**config.mk**
```make
export PLATFORM = sky130hd
export DESIGN_NAME = uart_program_loader
export DESIGN_NICKNAME = d
export VERILOG_FILES = /design/src/rtl/uart_program_loader.sv
export SDC_FILE = /design/constraint.sdc
export NUM_CORES = 1
export LEC_CHECK = 0
export BUFFER_PORTS_ARGS = -buffer_cell sky130_fd_sc_hd__buf_2
export CORE_MARGIN = 4
export CORE_UTILIZATION = 40
export CTS_BUF_LIST = sky130_fd_sc_hd__clkbuf_16
export DETAILED_ROUTE_END_ITERATION = 12
export GPL_ROUTABILITY_DRIVEN = 0
export SLEW_MARGIN = 40
export SYNTH_ARGS = -nofsm -noshare
export SYNTH_HDL_FRONTEND = slang
export SYNTH_SLANG_ARGS = --single-unit
```
**constraint.sdc**
```tcl
create_clock -name clk -period 3 [get_ports clk]
set_input_delay 0.15 -clock clk [delete_from_list [all_inputs] [get_ports clk]]
set_output_delay 0.15 -clock clk [all_outputs]
set_load 0.1 [all_outputs]
```
**src/rtl/uart_program_loader.sv**
```systemverilog
// uart_program_loader
//   Boot-time loader between the UART receiver and the instruction memory
//   write port. A little-endian word count header is followed by payload
//   bytes that are packed into 32-bit little-endian words and written to
//   consecutive word addresses starting at BASE_ADDR. When the last word has
//   been written an ack byte is sent, and the core is released with a
//   one-cycle core_start pulse. After that, received bytes are ignored until
//   reset.
//
//   Optional feature, enabled by defining LOADER_CHECKSUM_EN:
//     an 8-bit running sum of all payload bytes is compared with one extra
//     byte received after the last word. A mismatch sends ACK_ERR and parks
//     the block in ERR without releasing the core.
//
//   Handshakes: a transfer on mem_* or tx_* happens on a rising clock edge
//   where valid && ready. The request side holds valid, address and data
//   stable until that edge and drops valid on the following cycle.
//   rx_valid is a one-cycle strobe with no back-pressure. A byte that is
//   not accepted is lost.
module uart_program_loader #(
    parameter int          ADDR_W    = 14,
    parameter int          HDR_BYTES = 1,
    parameter int unsigned BASE_ADDR = 0,
    parameter logic [7:0]  ACK_OK    = 8'hAA,
    parameter logic [7:0]  ACK_ERR   = 8'h55
) (
    input  logic              clk,
    input  logic              rst,
    input  logic              rx_valid,
    input  logic [7:0]        rx_data,
    output logic              mem_valid,
    input  logic              mem_ready,
    output logic [ADDR_W-1:0] mem_addr,
    output logic [31:0]       mem_wdata,
    output logic              tx_valid,
    input  logic              tx_ready,
    output logic [7:0]        tx_data,
    output logic              busy,
    output logic              core_start,
    output logic              done,
    output logic              overrun
);

    localparam int CNT_W  = HDR_BYTES * 8;
    localparam int HIDX_W = (HDR_BYTES > 1) ? $clog2(HDR_BYTES) : 1;

    typedef enum logic [2:0] {
        S_HDR   = 3'd0,
        S_WORD  = 3'd1,
        S_WRITE = 3'd2,
        S_ACK   = 3'd3,
        S_DONE  = 3'd4,
        S_CSUM  = 3'd5,
        S_ERR   = 3'd6
    } state_t;

`ifdef LOADER_CHECKSUM_EN
    // With the checksum enabled, the end of the payload waits for the sum byte.
    localparam state_t S_AFTER_LOAD = S_CSUM;
`else
    localparam state_t S_AFTER_LOAD = S_ACK;
`endif

    state_t            state;
    state_t            state_next;
    logic [CNT_W-1:0]  count;
    logic [CNT_W-1:0]  cnt_next;
    logic [CNT_W-1:0]  word_idx;
    logic [HIDX_W-1:0] hdr_idx;
    logic [1:0]        byte_idx;
    logic              hdr_last;
    logic              last_word;
    logic              load_ok;

`ifdef LOADER_CHECKSUM_EN
    logic [7:0]        csum;
    logic              csum_ok;
    assign load_ok = csum_ok;
`else
    // Without the checksum every completed load is a good one and ACK_ERR
    // never leaves the block.
    logic              unused_ack_err;
    assign unused_ack_err = ^ACK_ERR;
    assign load_ok        = 1'b1;
`endif

    assign hdr_last  = (hdr_idx == HIDX_W'(HDR_BYTES - 1));
    assign last_word = ((word_idx + CNT_W'(1)) == count);

    // Header count with the current byte merged in, so the zero-length
    // decision can be made on the same strobe that completes the header.
    always_comb begin
        cnt_next = count;
        cnt_next[8*hdr_idx +: 8] = rx_data;
    end

    // State register.
    always_ff @(posedge clk or posedge rst) begin
        if (rst) begin
            state <= S_HDR;
        end else begin
            state <= state_next;
        end
    end

    // Next-state decode and the handshake request outputs.
    always_comb begin
        state_next = state;
        mem_valid  = 1'b0;
        tx_valid   = 1'b0;
        case (state)
            S_HDR: begin
                if (rx_valid && hdr_last) begin
                    state_next = (cnt_next == '0) ? S_AFTER_LOAD : S_WORD;
                end
            end
            S_WORD: begin
                if (rx_valid && (byte_idx == 2'd3)) begin
                    state_next = S_WRITE;
                end
            end
            S_WRITE: begin
                mem_valid = 1'b1;
                if (mem_ready) begin
                    state_next = last_word ? S_AFTER_LOAD : S_WORD;
                end
            end
`ifdef LOADER_CHECKSUM_EN
            S_CSUM: begin
                if (rx_valid) begin
                    state_next = S_ACK;
                end
            end
`endif
            S_ACK: begin
                tx_valid = 1'b1;
                if (tx_ready) begin
                    state_next = load_ok ? S_DONE : S_ERR;
                end
            end
            default: begin
                state_next = state;
            end
        endcase
    end

    // Header byte collection, LSB first.
    always_ff @(posedge clk or posedge rst) begin
        if (rst) begin
            count   <= '0;
            hdr_idx <= '0;
        end else if (state == S_HDR && rx_valid) begin
            count   <= cnt_next;
            hdr_idx <= hdr_idx + HIDX_W'(1);
        end
    end

    // Payload packing into little-endian byte lanes of the write data.
    always_ff @(posedge clk or posedge rst) begin
        if (rst) begin
            mem_wdata <= '0;
            byte_idx  <= '0;
        end else if (state == S_WORD && rx_valid) begin
            mem_wdata[8*byte_idx +: 8] <= rx_data;
            byte_idx                   <= byte_idx + 2'd1;
        end
    end

    // Word index and write address advance on each accepted write; the
    // address wraps silently at the top of the word space.
    always_ff @(posedge clk or posedge rst) begin
        if (rst) begin
            word_idx <= '0;
            mem_addr <= ADDR_W'(BASE_ADDR);
        end else if (state == S_WRITE && mem_ready) begin
            word_idx <= word_idx + CNT_W'(1);
            mem_addr <= mem_addr + ADDR_W'(1);
        end
    end

`ifdef LOADER_CHECKSUM_EN
    // Running payload sum and the verdict taken from the trailing sum byte.
    always_ff @(posedge clk or posedge rst) begin
        if (rst) begin
            csum    <= '0;
            csum_ok <= 1'b0;
        end else if (state == S_WORD && rx_valid) begin
            csum <= csum + rx_data;
        end else if (state == S_CSUM && rx_valid) begin
            csum_ok <= (rx_data == csum);
        end
    end
`endif

    // Ack byte selection, loaded when the ACK state is about to be entered.
    always_ff @(posedge clk or posedge rst) begin
        if (rst) begin
            tx_data <= '0;
        end else if (state != S_ACK && state_next == S_ACK) begin
`ifdef LOADER_CHECKSUM_EN
            tx_data <= (rx_data == csum) ? ACK_OK : ACK_ERR;
`else
            tx_data <= ACK_OK;
`endif
        end
    end

    // Status flags: busy window, sticky done/overrun, and the start pulse.
    always_ff @(posedge clk or posedge rst) begin
        if (rst) begin
            busy       <= 1'b0;
            done       <= 1'b0;
            overrun    <= 1'b0;
            core_start <= 1'b0;
        end else begin
            core_start <= 1'b0;
            if (state == S_HDR && rx_valid) begin
                busy <= 1'b1;
            end
            // Bytes arriving while a write is pending are dropped, including
            // one that coincides with the accepting edge.
            if (state == S_WRITE && rx_valid) begin
                overrun <= 1'b1;
            end
            if (state == S_ACK && tx_ready) begin
                busy <= 1'b0;
                if (load_ok) begin
                    done       <= 1'b1;
                    core_start <= 1'b1;
                end
            end
        end
    end

endmodule

```
==> impl_metrics.tcl, run 1 <==
set metrics [dict create \
    critPathLaunchType "flip-flop" \
    route.met3.wl_um 423 \
    drt_iter0_markers 68 \
    synth-compound-area-share_pct 7.88 \
    io_buffer_count 68 \
    yosys.area_share.simple_pct 19.8 \
    dpl_cell_area_sq_mm 0.00378 \
    hold_viol 0 \
    synth_top_family_by_area "simple AND/OR/NAND/NOR gates" \
    overflow 0 \
    synth_top_area_share_pct 53.5 \
    drv_cap 0 \
    slowest_delay_ps 650 \
    synth-xor-area-share_pct 8.68 \
    wl_mm 7.39 \
    muxShareOfSynthArea_pct 2.64 \
    grt_first_pass_wirelength_mm 12.0 \
    dp_hpwl_mm 5.27 \
    setup_viol 0 \
    regArea_sq_mm 0.00183 \
    min_period_over_period_pct 67.1 \
    hold_path.class "in2reg" \
    tightestPinTransition_ps 636 \
    whs_endpoint "overrun$_DFFE_PP0P_" \
    maxSlewViolCount 0 \
    ys_ff_latch 73 \
    area_growth_pct 20.0 \
    vias_per_cell 4.92 \
    maxUsedRoutingLayer "met4" \
    tns_ps 0 \
    postSynth.asyncResetShare_pct 100 \
    clock_skew_ps 11.3 \
    crit_arrival_ps 2230 \
    rows 33 \
    synth-edff-count 0 \
    antenna_found_initial 0 \
    reg2reg_slack_ps 990 \
    grtUsageTotal_pct 15.3 \
    multi_input_area_sq_mm 0.00144 \
    crit_required_ps 3210 \
    wl_met1_mm 3.36 \
    core_sq_mm 0.00826 \
    ctsResizeCount 0 \
    clock.fmax_ghz 0.497 \
    h-tree-depth 3 \
    die_height_um 100 \
    dp_slack_ps 968 \
    die_area_sq_mm 0.0101 \
    wl_per_cell_um 14.7 \
    reg2reg_depth 4 \
    fin_nets 414 \
    holdPathStages 2 \
    vias 2479 \
    boundaryPins 73 \
    drive_above_1_share_pct 27.1 \
    cp_slowest_cell "and4bb_1" \
    clkTransAtPathRegs_ps 60 \
    postCtsSetupBuffers 0 \
    cts_buffers 9 \
    relSlewSlack_pct 57.6 \
    power.density_mw_per_mm2 1230 \
    power_leakage_nw 2.02 \
    clock_latency_ps 330 \
    critPathKind "reg2reg" \
    ys_seq_area_share_pct 53.5 \
    synth_flop_cell "dfrtp_1" \
    drc 0 \
    fin_ws_ps 987 \
    worstPathCellList "and4bb_1 > and4_1 > nand4_4 > xnor2_2" \
    r2r_end "mem_addr[10]$_DFFE_PP0P_" \
    cts_tree "built" \
    syn_avg_cell_area_sq_um 10.4 \
    clock_path_buffers 2 \
    cp-end-kind "flip-flop" \
    final_area_sq_mm 0.00410 \
    crit_start "state[0]$_DFF_PP0_" \
    critPathMaxFanout 14 \
    hp-start "rx_valid" \
    fillerInstances 794 \
    wl_met2_mm 3.51 \
    yosysWarnings 0 \
    first_global_vias 2364 \
    cts_sinks 73 \
    synth_cells 327 \
    root_buffer "clkbuf_16" \
    utilization_pct 49.6 \
    ys_top_cells_by_area "dfrtp_1 (53%), nand2_1 (9.5%), o21ai_0 (5.3%), xnor2_1 (5.1%), buf_4 (3.5%)" \
    grt_max_degree 31 \
    ant_nets 0 \
    yosysUniqueCellTypes 41 \
    start_util_pct 41.3 \
    diodes 0 \
    status "finished, final reports clean" \
    drtPass1Iterations 4 \
    yosys.area_share.adder_pct 2.57 \
    grt_setup_unrepaired "no" \
    post_synth_instance_area_sq_mm 0.00341 \
    period_minus_slack_ps 2010 \
    yosys.area.top_type "dfrtp_1" \
    irDropWorstVdd_mv 0.527 \
    die_width_um 100 \
    r2r-start "state[0]$_DFF_PP0_" \
]
## state kept, by name, indices dropped and copies added, names as in the netlist
signal      cells
core_start      1
overrun         1
byte_idx        2
mem_wdata      32
hdr_idx         1
word_idx        8
done            1
mem_addr       14
count           8
tx_data         1
busy            1
state           3
## how the worst max path moves through the flow
stage	end	cells after the start	slack (ps)
2_1_floorplan	busy$_DFFE_PP0P_	4	610
5_1_grt	mem_addr[10]$_DFFE_PP0P_	4	880
4_1_cts	mem_wdata[9]$_DFFE_PP0P_	5	950
3_3_place_gp	mem_wdata[12]$_DFFE_PP0P_	5	1000
6_report	mem_addr[10]$_DFFE_PP0P_	4	990
3_5_place_dp	mem_wdata[9]$_DFFE_PP0P_	5	970
## power breakdown
| part | switching (mW) | internal [mW] |
|---|---|---|
| logic | 1.96 | 0.515 |
| registers | 0.249 | 1.27 |
| clock network | 0.406 | 0.641 |
| total | 2.61 | 2.43 |
## Yosys cell counts (2+ instances only)
library cell / instances
buf_2: 3
xor2_1: 12
o21ai_0: 36
or3_1: 2
nand3_2: 2
buf_4: 16
nor2_1: 5
and2_1: 2
or4_1: 2
nand2b_1: 2
ha_1: 7
nand3_1: 6
nor3b_1: 3
nand2_1: 86
and4_1: 3
nand4_1: 7
inv_1: 5
a21oi_1: 2
nor3_1: 2
a21o_1: 2
xnor2_1: 20
dfrtp_1: 73
mux2_2: 8
and3_1: 4
## per-layer routing
metal / global-route usage, % / vias to the layer above
li1: - / 1226
met1: 20.4 / 1191
met2: 24.1 / 57
met3: 3.47 / 5
met4: 6.22 / 0
met5: 0 / -
## layout make-up
type                    instances  share of cell area (%)
clock inverters                 7                    1.74
repair buffers                 73                    9.28
clock buffers                   9                    5.50
flip-flops and latches         73                    44.6
inverters                       5                   0.458
well taps                     105                    3.21
multi-input cells             232                    35.2
## worst max-delay path, delay by kind of cell (launching register included)
kind | cells | cell delay (ps)
xor gates and xnor gates | 1 | 140
DFF | 1 | 510
and+or+nand+nor | 3 | 1240
## placed cells by master (no fill, tap or decap), drive strengths merged, types with 2 or more instances in the layout
master,netlist,final
nand3,8,8
ha,7,7
conb,1,4
or3,2,2
inv,5,5
clkinv,0,3
nand4,8,8
nand2,86,86
mux2,8,8
xor2,12,12
a21oi,2,2
and4bb,2,2
and4,3,3
a21o,2,2
and3,4,4
nor2,5,5
clkbuf,0,9
nor3,2,2
dfrtp,73,73
o21ai,36,36
xnor2,21,21
nand2b,2,2
buf,20,72
clkinvlp,0,3
or4,2,2
and2,2,2
nor3b,4,4
## cell families after synthesis
| group | Yosys count |
|---|---|
| DFF | 73 |
| adders and majority gates | 7 |
| xor gates and xnor gates | 33 |
| buffers and inverters | 25 |
| muxes | 8 |
| other | 1 |
| AOI/OAI and AO/OA | 47 |
| and+or+nand+nor | 133 |
## metrics by stage
step,power [mW],hold slack (ps),cells
after global placement,3.97,282,487
after CTS,5.06,98.4,504
after global routing,5.30,111,504
after floorplan,3.61,267,330
after detailed placement,4.00,277,487
final,5.04,102,504
## what timing repair did
action                                 in CTS  in global routing
hold buffers                                1                  0
setup endpoints to repair                   0                  0
endpoints found under the hold margin      28                  0
Power figures use the tool's default switching activity.
==> run 2, diff against run 1 <==
==> constraint.sdc (replaced) <==
create_clock -name clk -period 1.7 [get_ports clk]
set_input_delay 0.085 -clock clk [delete_from_list [all_inputs] [get_ports clk]]
set_output_delay 0.085 -clock clk [all_outputs]
set_load 0.1 [all_outputs]
==> run 2 against run 1 <==
Compared with the run above: combinational power is 85% higher; clock-buffer cell count stayed put; sequential power is 75% higher; clock power up 88%.
==> impl_metrics.tcl, run 2 (synthesis results as in run 1) <==
set metrics [dict create \
    grt_max_degree 28 \
    hold_path.class "in2reg" \
    rows 33 \
    maxSlewViolCount 0 \
    clock_path_buffers 2 \
    die_width_um 100 \
    dp_hpwl_mm 5.34 \
    core_sq_mm 0.00826 \
    wl_per_cell_um 14.3 \
    status "finished, final reports clean" \
    fin_nets 425 \
    reg2reg_depth 4 \
    tns_ps 0 \
    setup_viol 0 \
    drive_above_1_share_pct 32.9 \
    boundaryPins 73 \
    cts_sinks 73 \
    critPathMaxFanout 7 \
    area_growth_pct 25.7 \
    relSlewSlack_pct 61.1 \
    root_buffer "clkbuf_16" \
    drc 0 \
    crit_required_ps 1620 \
    cp_common_cell "buf_4" \
    clock_skew_ps 4.56 \
    ant_nets 0 \
    critPathKind "reg2out" \
    clock_latency_ps 320 \
    vias_per_cell 4.87 \
    drt_iter0_markers 100 \
    grt_setup_unrepaired "yes" \
    cp.depth 4 \
    worstPathCellList "buf_4 > nor3b_4 > buf_4 > buf_12" \
    die_height_um 100 \
    power_leakage_nw 2.08 \
    h-tree-depth 3 \
    path_buf_inv 3 \
    cp_slowest_cell "dfrtp_2" \
    grtUsageTotal_pct 15.6 \
    slowest_delay_ps 450 \
    largest_reg_flops 32 \
    min_period_over_period_pct 94.6 \
    start_util_pct 41.3 \
    mostFrequentLayoutCells "nand2_1 (83), buf_2 (67), dfrtp_1 (59)" \
    cts_tree "built" \
    max_flop_register "mem_wdata" \
    first_global_vias 2467 \
    wl_mm 7.37 \
    die_area_sq_mm 0.0101 \
    hold_slack_ps 55.9 \
    critPathLaunchType "flip-flop" \
    reg_top3 "mem_wdata (32), mem_addr (14)" \
    holdPathStages 3 \
    io_buffer_count 68 \
    diodes 0 \
    irDropWorstVdd_mv 0.942 \
    critPathTopFamily "buffers and inverters" \
    grt_first_pass_wirelength_mm 12.3 \
    overflow 0 \
    tightestPinTransition_ps 582 \
    power.density_mw_per_mm2 2140 \
    cp-end-kind "output pin" \
    cts_buffers 9 \
    period_minus_slack_ps 1610 \
    clock.fmax_ghz 0.622 \
    antenna_found_initial 0 \
    final_common_cell "nand2_1" \
    crit_arrival_ps 1520 \
    drv_cap 0 \
    clkTransAtPathRegs_ps 50 \
    vias 2509 \
    drtPass1Iterations 4 \
    hold_viol 0 \
]
[run 2: cell types whose count changed in the layout (fill, tap and decap cells not counted), moves of 4 or more]
cell | previous run | this run
buf_12 | 0 | 4
buf_4 | 4 | 12
dfrtp_1 | 73 | 59
dfrtp_2 | 0 | 10
dfrtp_4 | 0 | 4
[run 2: tightest hold or removal path, delay by kind of cell]
| family | cells | cell delay (ps) |
|---|---|---|
| buffers and inverters | 2 | 150 |
| and+or+nand+nor | 1 | 100 |
[run 2: worst paths after layout]
kind | startpoint | to | slack [ps]
max | state[2]$_DFF_PP0_ | mem_valid | 90
min | tx_ready | core_start$_DFF_PP0_ | 60
max reg2reg | state[1]$_DFF_PP0_ | mem_wdata[15]$_DFFE_PP0P_ | 90
min reg2reg | mem_addr[13]$_DFFE_PP0P_ | mem_addr[13]$_DFFE_PP0P_ | 460
max in group asynchronous | rst | count[2]$_DFFE_PP0P_ | 800
min in group asynchronous | rst | mem_wdata[21]$_DFFE_PP0P_ | 380
[run 2: per-stage QoR]
stage | setup slack, ps | total power, mW | instances | utilization, % | cell area [sq um]
after floorplan | -294 | 6.42 | 330 | - | 3480
final | 91.6 | 9.19 | 515 | 52.0 | 4290
after detailed placement | 68.9 | 7.24 | 498 | 47.9 | 3960
after CTS | 54.8 | 9.24 | 515 | 51.8 | 4280
after global routing | -76.6 | 9.66 | 515 | 52.0 | 4290
after global placement | 128 | 7.18 | 498 | 47.9 | 3960
[run 2: area by class of cell]
class | count | area, sq um
fill | 763 | 3970
sequential | 73 | 1850
multi-input combinational | 232 | 1460
timing repair buffer | 84 | 515
clock buffer | 9 | 225
tap | 105 | 131
clock inverter | 7 | 85.1
inverter | 5 | 22.5
[run 2: repair_timing]
action,CTS,global route
buffers inserted,0,0
hold buffers,1,0
endpoints found under the setup margin,0,33
resized for setup,0,7
endpoints found under the hold margin,22,0
[run 2: power breakdown]
part	internal, mW	switching [mW]	leakage, nW
Sequential	2.26	0.404	0.944
Combinational	1.06	3.50	0.980
Clock	1.27	0.698	0.152
Total	4.59	4.60	2.08
[run 2: routing by layer]
metal | track usage, % | up-vias | share of wire (%)
li1 | - | 1246 | -
met4 | 5.70 | 0 | 1.3
met5 | 0 | - | 0
met3 | 3.61 | 11 | 5.3
met2 | 24.4 | 73 | 46
met1 | 21.3 | 1179 | 47
==> run 3, diff against run 2 <==
--- a/config.mk
+++ b/config.mk
@@ -6,11 +6,15 @@
 export NUM_CORES = 1
 export LEC_CHECK = 0
 export BUFFER_PORTS_ARGS = -buffer_cell sky130_fd_sc_hd__buf_2
+export CELL_PAD_IN_SITES_DETAIL_PLACEMENT = 0
+export CELL_PAD_IN_SITES_GLOBAL_PLACEMENT = 2
 export CORE_MARGIN = 4
-export CORE_UTILIZATION = 40
+export CORE_UTILIZATION = 31
 export CTS_BUF_LIST = sky130_fd_sc_hd__clkbuf_16
 export DETAILED_ROUTE_END_ITERATION = 12
 export GPL_ROUTABILITY_DRIVEN = 0
+export PLACE_DENSITY_LB_ADDON = 0.1
+export RECOVER_POWER = 25
 export SLEW_MARGIN = 40
 export SYNTH_ARGS = -nofsm -noshare
 export SYNTH_HDL_FRONTEND = slang
==> run 3 against run 2 <==
Compared with the run above: sequential power about the same; critical path depth unchanged; die area increased by 27%; global-route usage shrank 1.8 points; worst setup slack got worse by 4.4 ps; first-iteration DRC count rose by 43%; largest power group unchanged; non-clock buffer count grew 5; sequential share of layout area fell by 1.0 points; clock-buffer cell count unchanged.
==> impl_metrics.tcl, run 3 (synthesis results as in run 1) <==
set metrics [dict create \
    hold_path.class "in2reg" \
    postCtsSetupBuffers 0 \
    grt_max_degree 59 \
    dp_hpwl_mm 5.89 \
    drive_above_1_share_pct 34.0 \
    die_width_um 113 \
    clkTransAtPathRegs_ps 60 \
    grt_setup_unrepaired "no" \
    tightestPinTransition_ps 734 \
    irDropWorstVdd_mv 1.09 \
    start_util_pct 31.6 \
    cts_buffers 9 \
    clock_latency_ps 330 \
    clock_skew_ps 8.46 \
    min_period_over_period_pct 94.9 \
    max_flop_register "mem_wdata" \
    maxSlewViolCount 0 \
    dp_slack_ps 56.2 \
    mostFrequentLayoutCells "nand2_1 (85), buf_2 (67), dfrtp_1 (60)" \
    period_minus_slack_ps 1610 \
    crit_arrival_ps 1530 \
    wl_mm 8.32 \
    power_leakage_nw 2.11 \
    place_inst 538 \
    hold_slack_ps 40.7 \
    drc 0 \
    hold_viol 0 \
    cts_tree "built" \
    critPathLaunchType "flip-flop" \
    antenna_found_initial 0 \
    overflow 0 \
    multi_input_area_sq_mm 0.00146 \
    fillerInstances 1098 \
    wl_per_cell_um 15.0 \
    drt_iter0_markers 143 \
    first_global_vias 2559 \
    grtUsageTotal_pct 13.8 \
    final_common_cell "nand2_1" \
    area_growth_pct 28.5 \
    drv_cap 0 \
    fin_nets 430 \
    clock.fmax_ghz 0.620 \
    boundaryPins 73 \
    die_area_sq_mm 0.0128 \
    fin_ws_ps 87.2 \
    dpl_cell_area_sq_mm 0.00402 \
    regArea_sq_mm 0.00185 \
    fin_cells 555 \
    largest_reg_flops 32 \
    crit_required_ps 1620 \
    relSlewSlack_pct 50.8 \
    clock_path_buffers 2 \
    setup_viol 0 \
    status "finished, final reports clean" \
    critPathKind "reg2out" \
    die_height_um 113 \
    final_area_sq_mm 0.00439 \
    cp-end-kind "output pin" \
    rows 38 \
    vias_per_cell 4.46 \
    cts_sinks 73 \
    ant_nets 0 \
    drtPass1Iterations 4 \
    h-tree-depth 3 \
    root_buffer "clkbuf_16" \
    critPathMaxFanout 7 \
    vias 2477 \
    reg_top3 "mem_wdata (32), mem_addr (14)" \
    core_sq_mm 0.0108 \
    power.density_mw_per_mm2 2180 \
    grt_first_pass_wirelength_mm 13.8 \
    io_buffer_count 68 \
    diodes 0 \
]
==> run 3: cell types whose count changed in the layout (fill, tap and decap cells not counted), moves of 2 or more <==
cell       delta
buf_12        -3
nand2_2       -2
buf_4         +7
nand2_1       +2
bufinv_16     +2
==> run 3: cell type report <==
class | instances | share of cell area, %
Clock inverter | 7 | 3.02
Sequential cell | 73 | 42.2
Inverter | 5 | 0.456
Timing Repair Buffer | 89 | 11.8
Tap cell | 140 | 3.99
Multi-Input combinational cell | 232 | 33.4
Clock buffer | 9 | 5.13
==> run 3: metrics by stage <==
stage          setup TNS, ps  utilization (%)  power (mW)
2_1_floorplan           -983                -        6.42
3_3_place_gp               0             37.2        7.29
3_5_place_dp               0             37.2        7.31
4_1_cts                    0             40.6        9.64
5_1_grt                    0             40.7        10.1
6_report                   0             40.7        9.56
==> run 3: repair_timing <==
action / in CTS / in global routing
setup endpoints to repair: 0 / 30
hold buffers: 1 / 0
resized for setup: 0 / 7
endpoints found under the hold margin: 15 / 0
==> run 3: path summary, 6_finish.rpt <==
| check | startpoint | to | slack, ps | depth (start not counted) |
|---|---|---|---|---|
| setup / recovery | state[0]$_DFF_PP0_ | tx_valid | 90 | 4 |
| hold / removal | tx_ready | core_start$_DFF_PP0_ | 40 | 3 |
| setup reg to reg | state[0]$_DFF_PP0_ | mem_addr[10]$_DFFE_PP0P_ | 110 | 4 |
| hold reg to reg | overrun$_DFFE_PP0P_ | overrun$_DFFE_PP0P_ | 450 | 1 |
| max in group asynchronous | rst | word_idx[0]$_DFFE_PP0P_ | 370 | 4 |
| min in group asynchronous | rst | mem_wdata[25]$_DFFE_PP0P_ | 380 | 3 |
==> run 3: report_power, final <==
group | switching, mW | internal (mW)
combinational | 3.55 | 1.06
clock | 0.727 | 1.57
sequential | 0.396 | 2.26
total | 4.68 | 4.89
==> run 3: critical path, stage by stage (launching register included) <==
cell	delay (ps)
dfrtp_1	410
buf_4	180
nand2_1	90
nor2_4	90
buf_2	420
==> run 3: layer usage <==
layer  part of all wire, %  track usage [%]  vias up
met4                   1.3             4.33        0
met5                     0                0        -
met3                   5.3             4.01        9
met1                    49             19.7     1163
li1                      -                -     1253
met2                    44             20.3       52
